<file path="src/rtl/run_ctrl_if.sv">
// run_ctrl_if: groups the push-button input and the datapath control
// outputs of run_ctrl. The master side is the controller itself; the
// slave side is whatever consumes run/stop/seed (datapath or bench).
// The button is a plain level input with no handshake. The outputs are
// registered levels and pulses that are valid every cycle after reset.
interface run_ctrl_if;
  logic       start_n;
  logic       run;
  logic       stop;
  logic       seed;
  logic [1:0] state;
  logic       timed_out;

  modport master (
    input  start_n,
    output run,
    output stop,
    output seed,
    output state,
    output timed_out
  );

  modport slave (
    output start_n,
    input  run,
    input  stop,
    input  seed,
    input  state,
    input  timed_out
  );
endinterface

</file>
<file path="src/rtl/run_ctrl.sv">
// run_ctrl: start/stop sequencer for the rng -> divide_by_three -> sum_3 ->
// counter datapath. A raw active-low push-button is synchronised and
// debounced, and turned into a one-cycle press pulse. That pulse steps an
// IDLE -> RUN -> HALT -> RUN ... FSM. Everything runs in the clk domain.
// Optional feature: define RUN_CTRL_AUTO_STOP_EN to leave RUN automatically
// after MAX_RUN_CYCLES cycles and raise the sticky timed_out flag.
module run_ctrl #(
  parameter int DEBOUNCE_CYCLES = 1000000,
  parameter int DB_W            = 20,
  parameter int MAX_RUN_CYCLES  = 50000000,
  parameter int RUN_W           = 26
) (
  input logic        clk,
  input logic        rst,
  run_ctrl_if.master bus
);

  localparam logic [1:0] S_IDLE = 2'b00;
  localparam logic [1:0] S_RUN  = 2'b01;
  localparam logic [1:0] S_HALT = 2'b10;

  localparam logic [DB_W-1:0] DB_LAST = DB_W'(DEBOUNCE_CYCLES - 1);

  logic            sync_1;
  logic            sync_2;
  logic            db_level;
  logic [DB_W-1:0] db_cnt;
  logic            db_prev;
  logic            press;

  logic [1:0]      state_q;
  logic [1:0]      state_next;
  logic            seed_next;
  logic            timeout_hit;
  logic            run_q;
  logic            stop_q;
  logic            seed_q;

  // Two-flop synchroniser; resets to the released (high) level.
  always_ff @(posedge clk or posedge rst) begin
    if (rst) begin
      sync_1 <= 1'b1;
      sync_2 <= 1'b1;
    end else begin
      sync_1 <= bus.start_n;
      sync_2 <= sync_1;
    end
  end

  // Debounce: count consecutive mismatching cycles. Accept the new level
  // on the mismatch that finds the counter already at DEBOUNCE_CYCLES-1.
  always_ff @(posedge clk or posedge rst) begin
    if (rst) begin
      db_level <= 1'b1;
      db_cnt   <= '0;
    end else if (sync_2 != db_level) begin
      if (db_cnt == DB_LAST) begin
        db_level <= sync_2;
        db_cnt   <= '0;
      end else begin
        db_cnt <= db_cnt + DB_W'(1);
      end
    end else begin
      db_cnt <= '0;
    end
  end

  // Press pulse: one cycle after the debounced level falls. A rise never
  // produces a pulse.
  always_ff @(posedge clk or posedge rst) begin
    if (rst) begin
      db_prev <= 1'b1;
      press   <= 1'b0;
    end else begin
      db_prev <= db_level;
      press   <= db_prev & ~db_level;
    end
  end

`ifdef RUN_CTRL_AUTO_STOP_EN
  localparam logic [RUN_W-1:0] RUN_LAST = RUN_W'(MAX_RUN_CYCLES - 1);

  logic [RUN_W-1:0] run_cnt;
  logic             timed_out_q;
  logic             enter_run;

  // A press from IDLE or HALT enters RUN. The illegal state ignores
  // presses and falls back to IDLE.
  assign enter_run   = press && ((state_q == S_IDLE) || (state_q == S_HALT));
  assign timeout_hit = (state_q == S_RUN) && (run_cnt == RUN_LAST);

  // Run-length counter and sticky timeout flag. Both are cleared on every
  // entry to RUN.
  always_ff @(posedge clk or posedge rst) begin
    if (rst) begin
      run_cnt     <= '0;
      timed_out_q <= 1'b0;
    end else begin
      if (enter_run) begin
        run_cnt <= '0;
      end else if (state_q == S_RUN) begin
        run_cnt <= run_cnt + RUN_W'(1);
      end
      if (enter_run) begin
        timed_out_q <= 1'b0;
      end else if (timeout_hit) begin
        timed_out_q <= 1'b1;
      end
    end
  end

  assign bus.timed_out = timed_out_q;
`else
  // Without auto-stop, RUN is left only by a press or by reset.
  assign timeout_hit   = 1'b0;
  assign bus.timed_out = 1'b0;
`endif

  // Next-state logic. A press and a timeout in the same cycle both lead
  // to HALT.
  always_comb begin
    state_next = state_q;
    seed_next  = 1'b0;
    case (state_q)
      S_IDLE: begin
        if (press) begin
          state_next = S_RUN;
          seed_next  = 1'b1;
        end
      end
      S_RUN: begin
        if (press || timeout_hit) begin
          state_next = S_HALT;
        end
      end
      S_HALT: begin
        if (press) begin
          state_next = S_RUN;
        end
      end
      default: state_next = S_IDLE;
    endcase
  end

  // State and registered outputs are decoded from the next state, so
  // they change on the same edge.
  always_ff @(posedge clk or posedge rst) begin
    if (rst) begin
      state_q <= S_IDLE;
      run_q   <= 1'b0;
      stop_q  <= 1'b0;
      seed_q  <= 1'b0;
    end else begin
      state_q <= state_next;
      run_q   <= (state_next == S_RUN);
      stop_q  <= (state_next == S_HALT);
      seed_q  <= seed_next;
    end
  end

  assign bus.run   = run_q;
  assign bus.stop  = stop_q;
  assign bus.seed  = seed_q;
  assign bus.state = state_q;

endmodule

</file>
<file path="src/flat_wrapper.sv">
// flat-port wrapper written by rule: the top's interface ports become plain ports
module run_ctrl_flat 
#(
  parameter int DEBOUNCE_CYCLES = 1000000,
  parameter int DB_W            = 20,
  parameter int MAX_RUN_CYCLES  = 50000000,
  parameter int RUN_W           = 26
)
  (clk, rst, bus_start_n, bus_run, bus_stop, bus_seed, bus_state, bus_timed_out);
  run_ctrl_if bus_i ();
  input logic clk;
  input logic rst;
  input wire logic [$bits(bus_i.start_n)-1:0] bus_start_n;
  output wire logic [$bits(bus_i.run)-1:0] bus_run;
  output wire logic [$bits(bus_i.stop)-1:0] bus_stop;
  output wire logic [$bits(bus_i.seed)-1:0] bus_seed;
  output wire logic [$bits(bus_i.state)-1:0] bus_state;
  output wire logic [$bits(bus_i.timed_out)-1:0] bus_timed_out;
  assign bus_i.start_n = bus_start_n;
  assign bus_run = bus_i.run;
  assign bus_stop = bus_i.stop;
  assign bus_seed = bus_i.seed;
  assign bus_state = bus_i.state;
  assign bus_timed_out = bus_i.timed_out;
  run_ctrl #(.DEBOUNCE_CYCLES(DEBOUNCE_CYCLES), .DB_W(DB_W), .MAX_RUN_CYCLES(MAX_RUN_CYCLES), .RUN_W(RUN_W)) u_core (.clk(clk), .rst(rst), .bus(bus_i));
endmodule
</file>
<file path="config.mk">
export PLATFORM = sky130hd
export DESIGN_NAME = run_ctrl_flat
export DESIGN_NICKNAME = d
export VERILOG_FILES = /design/src/rtl/run_ctrl_if.sv /design/src/rtl/run_ctrl.sv /design/src/flat_wrapper.sv
export SDC_FILE = /design/constraint.sdc
export NUM_CORES = 1
export LEC_CHECK = 0
export CAP_MARGIN = 15
export CORE_MARGIN = 3
export CORE_UTILIZATION = 55
export DETAILED_ROUTE_END_ITERATION = 16
export DONT_BUFFER_PORTS = 1
export PLACE_DENSITY = 0.7
export SYNTH_ARGS = -nofsm -noshare
export SYNTH_HDL_FRONTEND = slang
export SYNTH_SLANG_ARGS = --single-unit
</file>
<file path="constraint.sdc">
create_clock -name clk -period 2.68 [get_ports clk]
set_input_delay 0.268 -clock clk [delete_from_list [all_inputs] [get_ports clk]]
set_output_delay 0.268 -clock clk [all_outputs]
set_load 0.1 [all_outputs]
</file>
---- Word-level counts from Yosys, hierarchy flattened ----
Index checks and enable logic that the tools add are counted.
storage, ports and cells
  logic and storage cells ................. 29
  output and inout bits ................... 6
  register bits after elaboration ......... 30
  input port bits ......................... 3
cells by class
  reductions and logical operators ........ 3
  eq/ne operators ......................... 6
  bitwise operators ....................... 2
  muxes and demuxes ....................... 7
  $add $sub $neg .......................... 1
operators with widths
  kind                   number
  $mux 20                2
  $add 20x1->20 const B  1
  $eq 20x20->1 const B   1
  $eq 2x1->1 const B     2
  $eq 2x2->1 const B     2
  $mux 2                 2
  $pmux 2 s2             1
  $logic_not 2->1        1
  $mux 1                 2
  $reduce_and 2->1       1
  $reduce_or 2->1        1
  $and 1x1->1            1
  $ne 1x1->1             1
  $not 1->1              1

---- Logic depth before layout (Yosys ltp) ----
  word-level depth ........................ 4
  mapped depth ............................ 6
  depth with buffers taken out ............ 5

---- Worst setup path before layout ----
No wires, ideal clock.
  path kind ............................... flip-flop to flip-flop
  start ................................... reg u_core.db_cnt[0]
  end ..................................... reg u_core.db_cnt[18]
  arrival ................................. 1.901 ns
  setup slack ............................. 0.701 ns
  path buffers ............................ 1
  cell stages (with the launch flop) ...... 7
  clock period less this slack ............ 1.979 ns
  cells stage by stage .................... dfrtp_1 > ha_1 > nand2_1 > or4_1 > buf_2 > or4_1 > a21oi_1
on the way
  cells in the longest elaborated chain, start to end .. 3
ends and longest elaborated chain
  item                                                  line                            text
  start: declaration                                    run_ctrl.sv:27                  logic [DB_W-1:0] db_cnt;
  start signal: assignment                              run_ctrl.sv:61                  db_cnt <= db_cnt + DB_W'(1);
  $add 20x1->20 / $eq 20x20->1 (equally long branches)  run_ctrl.sv:61, run_ctrl.sv:57
  $mux 20 (*)                                           run_ctrl.sv:57                  if (db_cnt == DB_LAST) begin
  $mux 20 (*)                                           run_ctrl.sv:56                  end else if (sync_2 != db_level) begin
Mark *: on every way between the ends. The rest lies on a longest branch, timed or not.
A chain may end at the register's enable or synchronous reset.

---- Worst setup path in the final report ----
Same ends and word-level chain as after synthesis.

==> run_results.csv <==
group,metric,value,unit
final_layout,drive_above_1_share,12.95,%
sta,setup_viol,0,
yosys,synth-compound-area-share,8.247,%
detailed_routing,num_vias,972,
final_layout,nNetsFinal,142,
cts,cts_tree,"yes",
setup_path,crit_start,"u_core.db_cnt[0]",
run,drv_cap,0,
cts,hold_buffers,1,
pwr,leakage,0.6071,nW
detailed_routing,drt_iter0_drc,24,
grt,antenna_found_initial,0,
grt,top_usage_layer,"met2",
sta,slew_headroom,29.78,%
sta,worst_pin_slew,1.052,ns
setup_path,r2r_start,"u_core.db_cnt[0]",
setup_path,critPathMaxFanout,7,
placed_design,dp_hpwl,1651,um
sta,drv_slew,0,
pwr,peakVddDrop,0.0004488,V
setup_path,cp-endpoint,"u_core.db_cnt[18]",
yosys,synth_seq_cells,30,
cts,clock_sinks,30,
sta,tns,0,ns
setup_path,reg2reg_slack,0.59,ns
setup_path,end_kind,"register",
setup_path,worstPathRequired,2.94,ns
setup_path,start_kind,"register",
detailed_routing,routed_wl,2297,um
yosys,ys_top_cells_by_area,"dfrtp_1 (49%), dfstp_2 (7.9%), xnor2_1 (4.6%), nor2_1 (3.9%), or4_1 (3.4%)",
yosys,synth_top_family_by_area,"simple AND/OR/NAND/NOR gates",
yosys,synth_common_cells,"dfrtp_1 (26), nor2_1 (14), nand2_1 (8), o21ai_0 (8)",
yosys,synth-edff-count,0,
floorplan,die_h,55.27,um
cts,clock-root-buffer,"clkbuf_4",
yosys,synth_ff_type,"dfrtp_1",
yosys,yosysSeqAreaShare,56.61,%
yosys,yosysUniqueCellTypes,30,
yosys,yosys.area_share.simple,22.31,%
cts,clk_latency,0.33,ns
cts,post_cts_buffers,0,
placed_design,portBuffers,0,
floorplan,core,0.002255,mm2
grt,grt.total_usage,17.18,%
setup_path,arrival,2.35,ns
sta,period_minus_slack,2.093,ns
detailed_routing,wl_per_cell,13.75,um
pwr,p_per_area,528.0,mW/mm2
detailed_routing,vias_per_cell,5.820,
yosys,synth_top_area_cell,"dfrtp_1",
grt,grt_use_met1,21.23,%
floorplan,io_pins,9,
sta,rsz0062_at_grt,"no",
grt,use_met2,27.03,%
yosys,synth_top_area_share,48.73,%
floorplan,initial_utilization,59.21,%
cts,path_clk_slew,0.09,ns
floorplan,fp-row-count,17,
grt,use_met3,4.907,%
cts,htreeDepth,2,
final_layout,area_growth,8.903,%
cts,clockBufferDepth,2,
sta,setup_ws,0.5866,ns
setup_path,reg2reg_depth,5,
pwr,design_power_total,0.7676,mW
sta,hold_viol,0,
detailed_routing,firstDrtPassIters,4,
yosys,ys_warn_count,0,
final_layout,n_antenna_cell,0,
min_path,hold_class,"primary input to asynchronous set/reset pin",
floorplan,fp.dieW,55.27,um
yosys,synth_area,0.001335,mm2
sta,fin_skew,0.01413,ns
sta,finalCritPeriodShare,78.11,%
final_layout,fill_cells,196,
grt,grt_pass1_vias,920,
final_layout,final_design_area_no_fill,0.001454,mm2
yosys,synth_nets,133,
grt,grt_pass1_wl,4008,um
floorplan,dieArea,0.003054,mm2
outcome,status,"finished clean",
cts,cts-resized-gates,0,
setup_path,reg2reg_to,"u_core.db_cnt[18]",
yosys,yosysMostFrequentCell,"dfrtp_1",
yosys,synth.avg_cell_area,10.35,um2
yosys,synth_xor_area_share,7.873,%
placed_design,gp_congestion,0.7487,
yosys,synth_async_sr_flop_share,100.0,%
sta,max_freq,477.7,MHz
detailed_routing,drcViolationCount,0,
setup_path,critPathKind,"register to register",
grt,grt_overflow,0,
yosys,muxShareOfSynthArea,0.8435,%
placed_design,place_ws,0.6089,ns
yosys,synthCells,129,
detailed_routing,antenna_left,0,
placed_design,postPlaceCellArea,0.001384,mm2
grt,grt_max_degree,30,
final_layout,fin_util,64.48,%
yosys,yosys.area_share.adder,0.9372,%
cts,cts_buffers,5,
## layer usage
metal | wire length [um] | share of wire, % | vias up
li1 | - | - | 466
met1 | 1027 | 45 | 475
met2 | 1119 | 49 | 25
met3 | 105 | 4.6 | 6
met4 | 44 | 1.9 | 0
met5 | 0 | 0 | -
## stage by stage
stage / hold slack [ns] / instances
floorplan: 0.2725 / 129
global placement: 0.2725 / 158
detailed placement: 0.2726 / 158
CTS: 0.1021 / 167
global route: 0.1331 / 167
finish: 0.08287 / 167
## worst max-delay path: stages, from the launching register on
cell and delay, ns:
dfrtp_1 0.39, ha_1 0.24, nand2_1 0.11, or4_1 0.65
or4_1 0.50, a21oi_1 0.15
## cell type report
class	instances	area (um2)	area share, %
sequential	30	755.7	51.98
multi-input combinational	90	540.5	37.18
timing repair buffer	5	40.04	2.754
tap	28	35.03	2.410
clock inverter	1	5.005	0.3442
clock buffer	7	55.05	3.787
inverter	6	22.52	1.549
## where the power goes
part           internal (mW)  switching [mW]  leakage [nW]
registers              0.459         0.00446         0.402
clock network          0.127           0.147        0.0353
logic                0.00747          0.0231         0.169
total                  0.593           0.174         0.607
## layout by cell type (no fill, tap or decap), types with 3 or more instances in the layout
cell       n
inv_1      6
a21oi_1    7
o21ai_0    8
dfrtp_1   26
clkbuf_4   5
or4_1      6
or3_1      4
xor2_1     5
dfstp_2    4
nand2_1    8
o31ai_1    3
xnor2_1    7
nand3_1    7
and3_1     3
nor2_1    14
buf_4      4
nor3_1     4
## logic make-up (layout without fill, tap and decap cells)
group	Yosys count	after routing
simple gates	56	56
flops	30	30
compound gates	19	19
xor+xnor	12	12
buf+inv	9	19
fa+ha+maj	1	1
other cells	1	1
mux	1	1
## sequential cells by signal, summed over array words and instances (netlist names)
name	flops
u_core.bus.run	1
u_core.bus.seed	1
u_core.bus.state	2
u_core.bus.stop	1
u_core.db_cnt	20
u_core.db_level	1
u_core.db_prev	1
u_core.press	1
u_core.sync_1	1
u_core.sync_2	1
## how the worst min path moves through the flow
| stage | startpoint | end | slack (ns) | depth (start not counted) |
|---|---|---|---|---|
| 2_1_floorplan | bus_start_n | u_core.sync_1 | 0.27 | 0 |
| 3_3_place_gp | bus_start_n | u_core.sync_1 | 0.27 | 0 |
| 3_5_place_dp | bus_start_n | u_core.sync_1 | 0.27 | 0 |
| 4_1_cts | rst | u_core.press | 0.10 | 1 |
| 5_1_grt | rst | u_core.press | 0.13 | 1 |
| 6_report | rst | u_core.db_cnt[4] | 0.08 | 1 |
Power figures use the tool's default switching activity.
